**src/rtl/gen_for_pkg.sv**
```systemverilog
// Shared types and mode encodings for the sequential generate-for accumulator.
package gen_for_pkg;

    typedef enum logic [1:0] {
        IDLE = 2'd0,
        RUN  = 2'd1,
        DONE = 2'd2
    } state_t;

    localparam logic [1:0] MODE_ALT     = 2'd0;
    localparam logic [1:0] MODE_ADD     = 2'd1;
    localparam logic [1:0] MODE_SUB     = 2'd2;
    localparam logic [1:0] MODE_ALT_SUB = 2'd3;

endpackage

```
**src/rtl/gen_for_accum_step.sv**
```systemverilog
// One accumulation step: acc_next = acc + term, where term is A+B or A-B
// chosen by the latched mode and the parity of the current iteration.
module gen_for_accum_step
    import gen_for_pkg::*;
#(
    parameter int WIDTH = 8
) (
    input  logic [WIDTH-1:0] acc,
    input  logic [WIDTH-1:0] a,
    input  logic [WIDTH-1:0] b,
    input  logic [1:0]       mode,
    input  logic             odd,
    output logic [WIDTH-1:0] acc_next
);

    logic [WIDTH-1:0] sum_s;
    logic [WIDTH-1:0] diff_s;
    logic [WIDTH-1:0] term_s;

    // Select the per-iteration term; alternating modes flip on odd iterations
    always_comb begin
        sum_s  = a + b;
        diff_s = a - b;
        term_s = sum_s;
        case (mode)
            MODE_ALT: begin
                if (odd) begin
                    term_s = diff_s;
                end else begin
                    term_s = sum_s;
                end
            end
            MODE_ADD: term_s = sum_s;
            MODE_SUB: term_s = diff_s;
            MODE_ALT_SUB: begin
                if (odd) begin
                    term_s = sum_s;
                end else begin
                    term_s = diff_s;
                end
            end
            default: term_s = sum_s;
        endcase
        acc_next = acc + term_s;
    end

endmodule

```
**src/rtl/gen_for_accum_seq.sv**
```systemverilog
// Multi-cycle accumulator: seed, COUNT add iterations, subtract BIAS, and
// return the result over a valid/ready handshake with no bubble on back-to-back.
module gen_for_accum_seq
    import gen_for_pkg::*;
#(
    parameter int WIDTH   = 8,
    parameter int COUNT   = 4,
    parameter int INIT    = 1,
    parameter int BIAS    = 17,
    parameter int PERSIST = 0,
    localparam int IW     = $clog2(COUNT + 1)
) (
    input  logic             clk,
    input  logic             rst_n,
    input  logic             in_valid,
    output logic             in_ready,
    input  logic [WIDTH-1:0] a,
    input  logic [WIDTH-1:0] b,
    input  logic [1:0]       mode,
    output logic             out_valid,
    input  logic             out_ready,
    output logic [WIDTH-1:0] xout,
    output logic [IW-1:0]    iter
);

    localparam logic [WIDTH-1:0] INIT_W    = WIDTH'(INIT);
    localparam logic [WIDTH-1:0] BIAS_W    = WIDTH'(BIAS);
    localparam logic [IW-1:0]    LAST_ITER = IW'(COUNT - 1);
    localparam logic [IW-1:0]    END_ITER  = IW'(COUNT);

    state_t           state_q, state_d;
    logic [WIDTH-1:0] acc_q, acc_d;
    logic [WIDTH-1:0] a_q, a_d;
    logic [WIDTH-1:0] b_q, b_d;
    logic [1:0]       mode_q, mode_d;
    logic [IW-1:0]    iter_q, iter_d;
    logic [WIDTH-1:0] xout_q, xout_d;
    logic             out_valid_q, out_valid_d;
    logic [WIDTH-1:0] acc_next_s;
    logic             in_ready_s;
    logic             accept_s;

    gen_for_accum_step #(.WIDTH(WIDTH)) u_step (
        .acc      (acc_q),
        .a        (a_q),
        .b        (b_q),
        .mode     (mode_q),
        .odd      (iter_q[0]),
        .acc_next (acc_next_s)
    );

    // Next-state logic: FSM, iteration counter, operand latch and result
    always_comb begin
        state_d     = state_q;
        acc_d       = acc_q;
        a_d         = a_q;
        b_d         = b_q;
        mode_d      = mode_q;
        iter_d      = iter_q;
        xout_d      = xout_q;
        out_valid_d = out_valid_q;
        in_ready_s  = (state_q == IDLE) | ((state_q == DONE) & out_ready);
        accept_s    = in_valid & in_ready_s;

        case (state_q)
            IDLE: begin
                state_d = IDLE;
            end
            RUN: begin
                acc_d = acc_next_s;
                if (iter_q == LAST_ITER) begin
                    xout_d      = acc_next_s - BIAS_W;
                    out_valid_d = 1'b1;
                    iter_d      = END_ITER;
                    state_d     = DONE;
                end else begin
                    iter_d = iter_q + IW'(1);
                end
            end
            DONE: begin
                if (out_ready) begin
                    out_valid_d = 1'b0;
                    state_d     = IDLE;
                end else begin
                    out_valid_d = 1'b1;
                end
            end
            default: begin
                state_d = IDLE;
            end
        endcase

        // A DONE-state accept overrides the return to IDLE, giving no bubble
        if (accept_s) begin
            a_d         = a;
            b_d         = b;
            mode_d      = mode;
            acc_d       = (PERSIST != 0) ? acc_q : INIT_W;
            iter_d      = '0;
            out_valid_d = 1'b0;
            state_d     = RUN;
        end else begin
            a_d = a_d;
        end
    end

    // State and datapath registers; reset also aborts any operation in flight
    always_ff @(posedge clk or negedge rst_n) begin
        if (!rst_n) begin
            state_q     <= IDLE;
            acc_q       <= INIT_W;
            a_q         <= '0;
            b_q         <= '0;
            mode_q      <= MODE_ALT;
            iter_q      <= '0;
            xout_q      <= '0;
            out_valid_q <= 1'b0;
        end else begin
            state_q     <= state_d;
            acc_q       <= acc_d;
            a_q         <= a_d;
            b_q         <= b_d;
            mode_q      <= mode_d;
            iter_q      <= iter_d;
            xout_q      <= xout_d;
            out_valid_q <= out_valid_d;
        end
    end

    assign in_ready  = in_ready_s;
    assign out_valid = out_valid_q;
    assign xout      = xout_q;
    assign iter      = iter_q;

endmodule

```
**config.mk**
```make
export PLATFORM = sky130hd
export DESIGN_NAME = gen_for_accum_seq
export DESIGN_NICKNAME = d
export VERILOG_FILES = /design/src/rtl/gen_for_pkg.sv /design/src/rtl/gen_for_accum_step.sv /design/src/rtl/gen_for_accum_seq.sv
export SDC_FILE = /design/constraint.sdc
export NUM_CORES = 1
export LEC_CHECK = 0
export CAP_MARGIN = 10
export CORE_MARGIN = 1
export CORE_UTILIZATION = 50
export DETAILED_ROUTE_END_ITERATION = 7
export GPL_TIMING_DRIVEN = 0
export PLACE_DENSITY = 0.74
export SKIP_LAST_GASP = 1
export SLEW_MARGIN = 15
export SYNTH_ARGS = -nofsm -noshare
export SYNTH_HDL_FRONTEND = slang
export SYNTH_SLANG_ARGS = --single-unit
```
**constraint.sdc**
```tcl
create_clock -name clk -period 3.65 [get_ports clk]
set_clock_uncertainty 0.05 [all_clocks]
set_input_delay 0.73 -clock clk [delete_from_list [all_inputs] [get_ports clk]]
set_output_delay 0.73 -clock clk [all_outputs]
set_load 0.03 [all_outputs]
```
; ---- Yosys cells after proc, flatten, opt, wreduce, memory -nomap -nowiden
; Cells that the tools add are included.
[word_totals]
reg_bits = 40
latch_bits = 0
ramBits = 0
mem_bits_ro = 0
in_bits = 22
out_inout_bits = 13
wordCells = 47
memories = 0
[classes]
n_addsub = 5
n_mul = 0
n_div = 0
n_lt_le_gt_ge = 0
eq_ne = 8
n_shift = 0
mux = 16
bitwise_logic = 3
n_reduce_logical = 7
[op_table]
columns = operator, n
row1 = 8-bit 2-to-1 mux, 4
row2 = 8-bit case mux with 4 select lines, 1
row3 = 8-bit adder, 2
row4 = 3-bit 2-to-1 mux, 3
row5 = "8-bit by 5-bit subtractor with 8-bit output, second input constant", 1
row6 = 8-bit subtractor, 1
row7 = "2-bit equality test, second input constant", 3
row8 = 2-bit 2-to-1 mux, 3
row9 = "3-bit inequality test, second input constant", 2
row10 = 2-bit AND reduction, 3
row11 = "2-bit by 1-bit equality test with 1-bit output, second input constant", 2
row12 = 2-bit logical NOT, 2
row13 = 2-bit case mux with 2 select lines, 1
row14 = "3-bit by 1-bit adder with 3-bit output, second input constant", 1
row15 = "3-bit by 2-bit equality test with 1-bit output, second input constant", 1
row16 = 1-bit 2-to-1 mux, 3
row17 = 3-bit nonzero test, 1
row18 = 1-bit AND, 2
row19 = 1-bit case mux with 2 select lines, 1
row20 = 2-bit nonzero test, 1
row21 = 1-bit OR, 1

; ---- Depth between registers and ports, before layout
; Gate-level depths: netlist of run 1.
[logic_depth]
word_depth = 6
ltp_mapped = 18
depth_no_buf = 18

; ---- Hierarchy
; A second synthesis of run 1 with hierarchy kept.
[hier_totals]
hier_cells = 250
area_unflattened_um2 = 2521.2
[modules_own_cells]
columns = mod, instances, cells_per_inst, area_each_um2, seq_area_each_um2
row1 = gen_for_accum_seq, 1, 143, 1685.4, 1002.2
row2 = gen_for_accum_step, 1, 107, 835.8, 0.0

; ---- Worst setup path before layout of run 1
; Ideal clock, no wire load.
[synth_timing]
path_kind = register -> register
start = register a_q[0]
end = register xout_q[7] (netlist: xout[7])
setup_ns = 0.125
arrival_ns = 3.074
t_required_ns = 3.475
setup_slack_ns = 0.400
stages_incl_launch_ff = 18
path_buffers = 0
cell_sequence = dfrtp_1 inv_1 ha_1 inv_1 fa_1 a21o_1 a21oi_1 o21bai_1 a21oi_1 o21ai_0 xor2_1 ha_1 inv_1 or4b_1 o311a_1 o211ai_1 xnor2_1 o21ai_1
[synth_via]
elab_chain_len = 5
elab_cells_between_ends = 7
[synth_lines]
columns = item, line_no
row1 = "start, declared", gen_for_accum_seq.sv:33  ; logic [WIDTH-1:0] a_q, a_d;
row2 = "start signal, assigned", gen_for_accum_seq.sv:112  ; a_q <= '0;
row3 = "start signal, assigned", gen_for_accum_seq.sv:121  ; a_q <= a_d;
row4 = 8-bit subtractor / 8-bit adder (equally long branches), "gen_for_accum_step.sv:23, gen_for_accum_step.sv:22"
row5 = 8-bit 2-to-1 mux (on tied branches), "gen_for_accum_step.sv:36, gen_for_accum_step.sv:27"
row6 = 8-bit case mux with 4 select lines *, gen_for_accum_step.sv:25  ; case (mode)
row7 = 8-bit adder *, gen_for_accum_step.sv:44  ; acc_next = acc + term_s;
row8 = 8-bit by 5-bit subtractor with 8-bit output *, gen_for_accum_seq.sv:72  ; xout_d = acc_next_s - BIAS_W;
row9 = "end signal, assigned", gen_for_accum_seq.sv:125  ; xout_q <= xout_d;
row10 = "end, declared", gen_for_accum_seq.sv:37  ; logic [WIDTH-1:0] xout_q, xout_d;
; Every way passes the cells marked *; elsewhere a longest branch is shown, timed or not.
; A chain may end at the register's enable or synchronous reset.

; ---- Worst setup path after layout of run 1
; Same ends and word-level chain as after synthesis.

==> results of run 1 <==
[final timing paths]
path / cells past startpoint / to
max in group asynchronous: 2 / acc_q[0]
worst min-delay path: 1 / xout[2]
worst max register to register: 17 / xout[7]
min in group clk: 2 / xout[2]
worst max-delay path: 17 / xout[7]
worst min register to register: 2 / xout[2]
[registers in the layout, indices dropped and copies added, names as in the netlist]
signal and count:
a_q 8, acc_q 8, b_q 8, xout 8
iter 3, mode_q 2, state_q 2, out_valid 1
[critical path: stages, from the launching register on]
cell,delay (ns)
dfrtp_1,0.38
inv_1,0.09
ha_1,0.17
inv_1,0.06
fa_2,0.35
a21o_1,0.20
a21oi_2,0.16
o21bai_1,0.09
a21oi_1,0.14
o21ai_0,0.10
xor2_1,0.16
ha_1,0.33
inv_1,0.07
or4b_1,0.50
o311a_1,0.18
o211ai_1,0.12
xnor2_1,0.14
o21ai_1,0.07
[timing repair]
action	4_1_cts	5_1_grt
buffers inserted	0	3
endpoints found under the setup margin	0	2
resized for setup	0	3
[cells in the mapped netlist, types with 2 or more instances]
master     n
o211ai_1   6
dfrtp_1   39
xnor2_1   11
nor3_1     2
nor2_1    13
a21oi_1   15
clkbuf_1   9
o21a_1     3
inv_1     21
a21o_1     3
ha_1      25
nand2_1   59
fa_1       3
xor2_1     6
nor2b_1    4
nand2b_1   4
o21ai_0   31
nand3_1   10
o21bai_1   3
[per-layer routing]
layer	up-vias	GRT usage (%)
met2	27	34.7
met1	972	29.3
met3	5	3.73
met4	0	5.88
met5	-	0
li1	1051	-
[kinds of logic after synthesis]
group	synth area share, %
AO/OA/AOI/OAI	17.5
XOR/XNOR	6.77
adder cells (fa/ha/maj)	14.7
buffers and inverters	4.89
flip-flops	39.6
multiplexers	0.395
AND/OR/NAND/NOR	16.2
[final cells by class]
type,instances,area [µm²],share of cell area (%)
clock buffer,6,72.6,2.35
sequential,40,1000,32.5
tap,67,83.8,2.72
inverter,22,82.6,2.68
multi-input combinational,215,1410,45.8
timing repair buffer,38,385,12.5
buffer,10,41.3,1.34
clock inverter,1,5.00,0.162
[metrics by stage]
stage / std cells / util [%] / worst slack [ns]
after floorplan: 287 / - / 0.400
after global placement: 388 / 61.8 / 0.136
after detailed placement: 389 / 62.3 / 0.133
after CTS: 396 / 63.9 / 0.0636
after global routing: 399 / 64.5 / 0.0133
final: 399 / 64.5 / 0.190
[cell usage in the layout, fill, tap and decap left out, types with 2 or more instances in the layout]
cell type and n:
nand2_1 59, dfrtp_1 39, clkdlybuf4s50_1 33, o21ai_0 30
ha_1 25, inv_1 21, a21oi_1 14, nor2_1 13
xnor2_1 11, clkbuf_1 10, nand3_1 10, o211ai_1 6
xor2_1 6, clkbuf_8 5, nor2b_1 4, nand2b_1 4
buf_4 4, a21o_1 3, o21a_1 3, o21bai_1 3
o21ai_1 2, nor3_1 2, fa_1 2
==> metrics, run 1 <==
Cell Area, Synth=approximately 2500 µm²; drt pass-1 iters=4; Die Span X=between 70 and 80 µm; Worst Path Required=around 3.8 ns; fmax=289 MHz; vias in the first global route=1,946; largest cells by area after synthesis=dfrtp_1 39%, ha_1 12%, nand2_1 8.7%, o21ai_0 6.1%, xnor2_1 3.8%; Seq/Total Area, Yosys=between 30% and 40%; Hold WS=~0.33 ns; Hold Violations, Final=0; Placed Area=between 2000 and 3000 µm²; CP Max Fanout=3; DR vias=between 2,000 and 2,500; CTS Buf Count=5; clock sinks=40; Total Wirelength=~5.0 mm; post-synthesis cell count=between 200 and 300; number of H-tree levels=2; CTS tree=built; post-layout min period=3.46 ns; Syn Area/Cell=about 8.8 µm²; ys async rst share=100%; drt wl/cell=roughly 13 µm; met3 WL=around 130 µm; CTS clk-pin slew, worst paths=roughly 0.080 ns; gpl congestion=roughly 0.87; pin count of the biggest net entering global routing=24; Max Cap Viol=0; Metal-1 WL=~2.4 mm; Vias/cell=~5.2; IO Pins=35; Yosys reg bits=40; CTS root buffer=clkbuf_8; Initial Util=roughly 53%; Area Growth Syn to Fin=21.8%; Critical Path Source=a_q[0]; Longest Clk Path Bufs=2; Yosys top cell area share=around 39%; Least-Margin Pin Slew=0.519 ns; Chip Height=73.2 µm; final setup violation count=0; dpl hpwl=around 3.9 mm; die area=5360 µm²; layout cells sized above 1=around 5.7%; synth warn=0; Worst Hold Class=in -> async; Syn Nets=337; Routed Antenna Nets=0; Sum Neg Setup Slack=0 ns; RSZ-0062 raised after global routing=no; Reg2Reg Setup Slack=0.19 ns; CP Launch Type=flip-flop; EDFF count, synth=0; # fillers=~420; Hold-fix buffers, CTS=0; Max Used Layer=met4; Final Cell Area=3090 µm²; fin nets=~380; WL met2=around 2.4 mm; ys flop type=dfrtp_1; Final Slew Violations=0; relative slew slack=roughly two thirds; gr ovfl total=0; DRT iter0 DRCs=70; Worst setup EP type=flip-flop; Tcrit/Tclk final=94.8%; RR Startpoint=a_q[0]; DR DRC count=0; area leader, netlist=dfrtp_1; core region area=4790 µm²; first-pass GRT wire length=between 8 and 9 mm; status=finished clean; worst path arrival time=3.58 ns; GRT Total Usage=21.3%; library cells used by synthesis=39; number of diodes=0; port buffer count=34; std cell rows=25; Setup CP Type=reg -> reg; initial antenna violation count=0; Clock Latency Late Sink=0.29 ns
Power of run 1 is not shown: default switching activity piles up to over one toggle a cycle in this logic, so the estimate is an artifact.
==> inputs of run 2 (changes only) <==
- ABC_AREA: unset -> 0
- CAP_MARGIN: 10 -> 20
- TNS_END_PERCENT: unset -> 100
==> results of run 2 <==
No change in the layout: final DEF, timing and power equal those of run 1.
Power of run 2 is left out for the same reason.
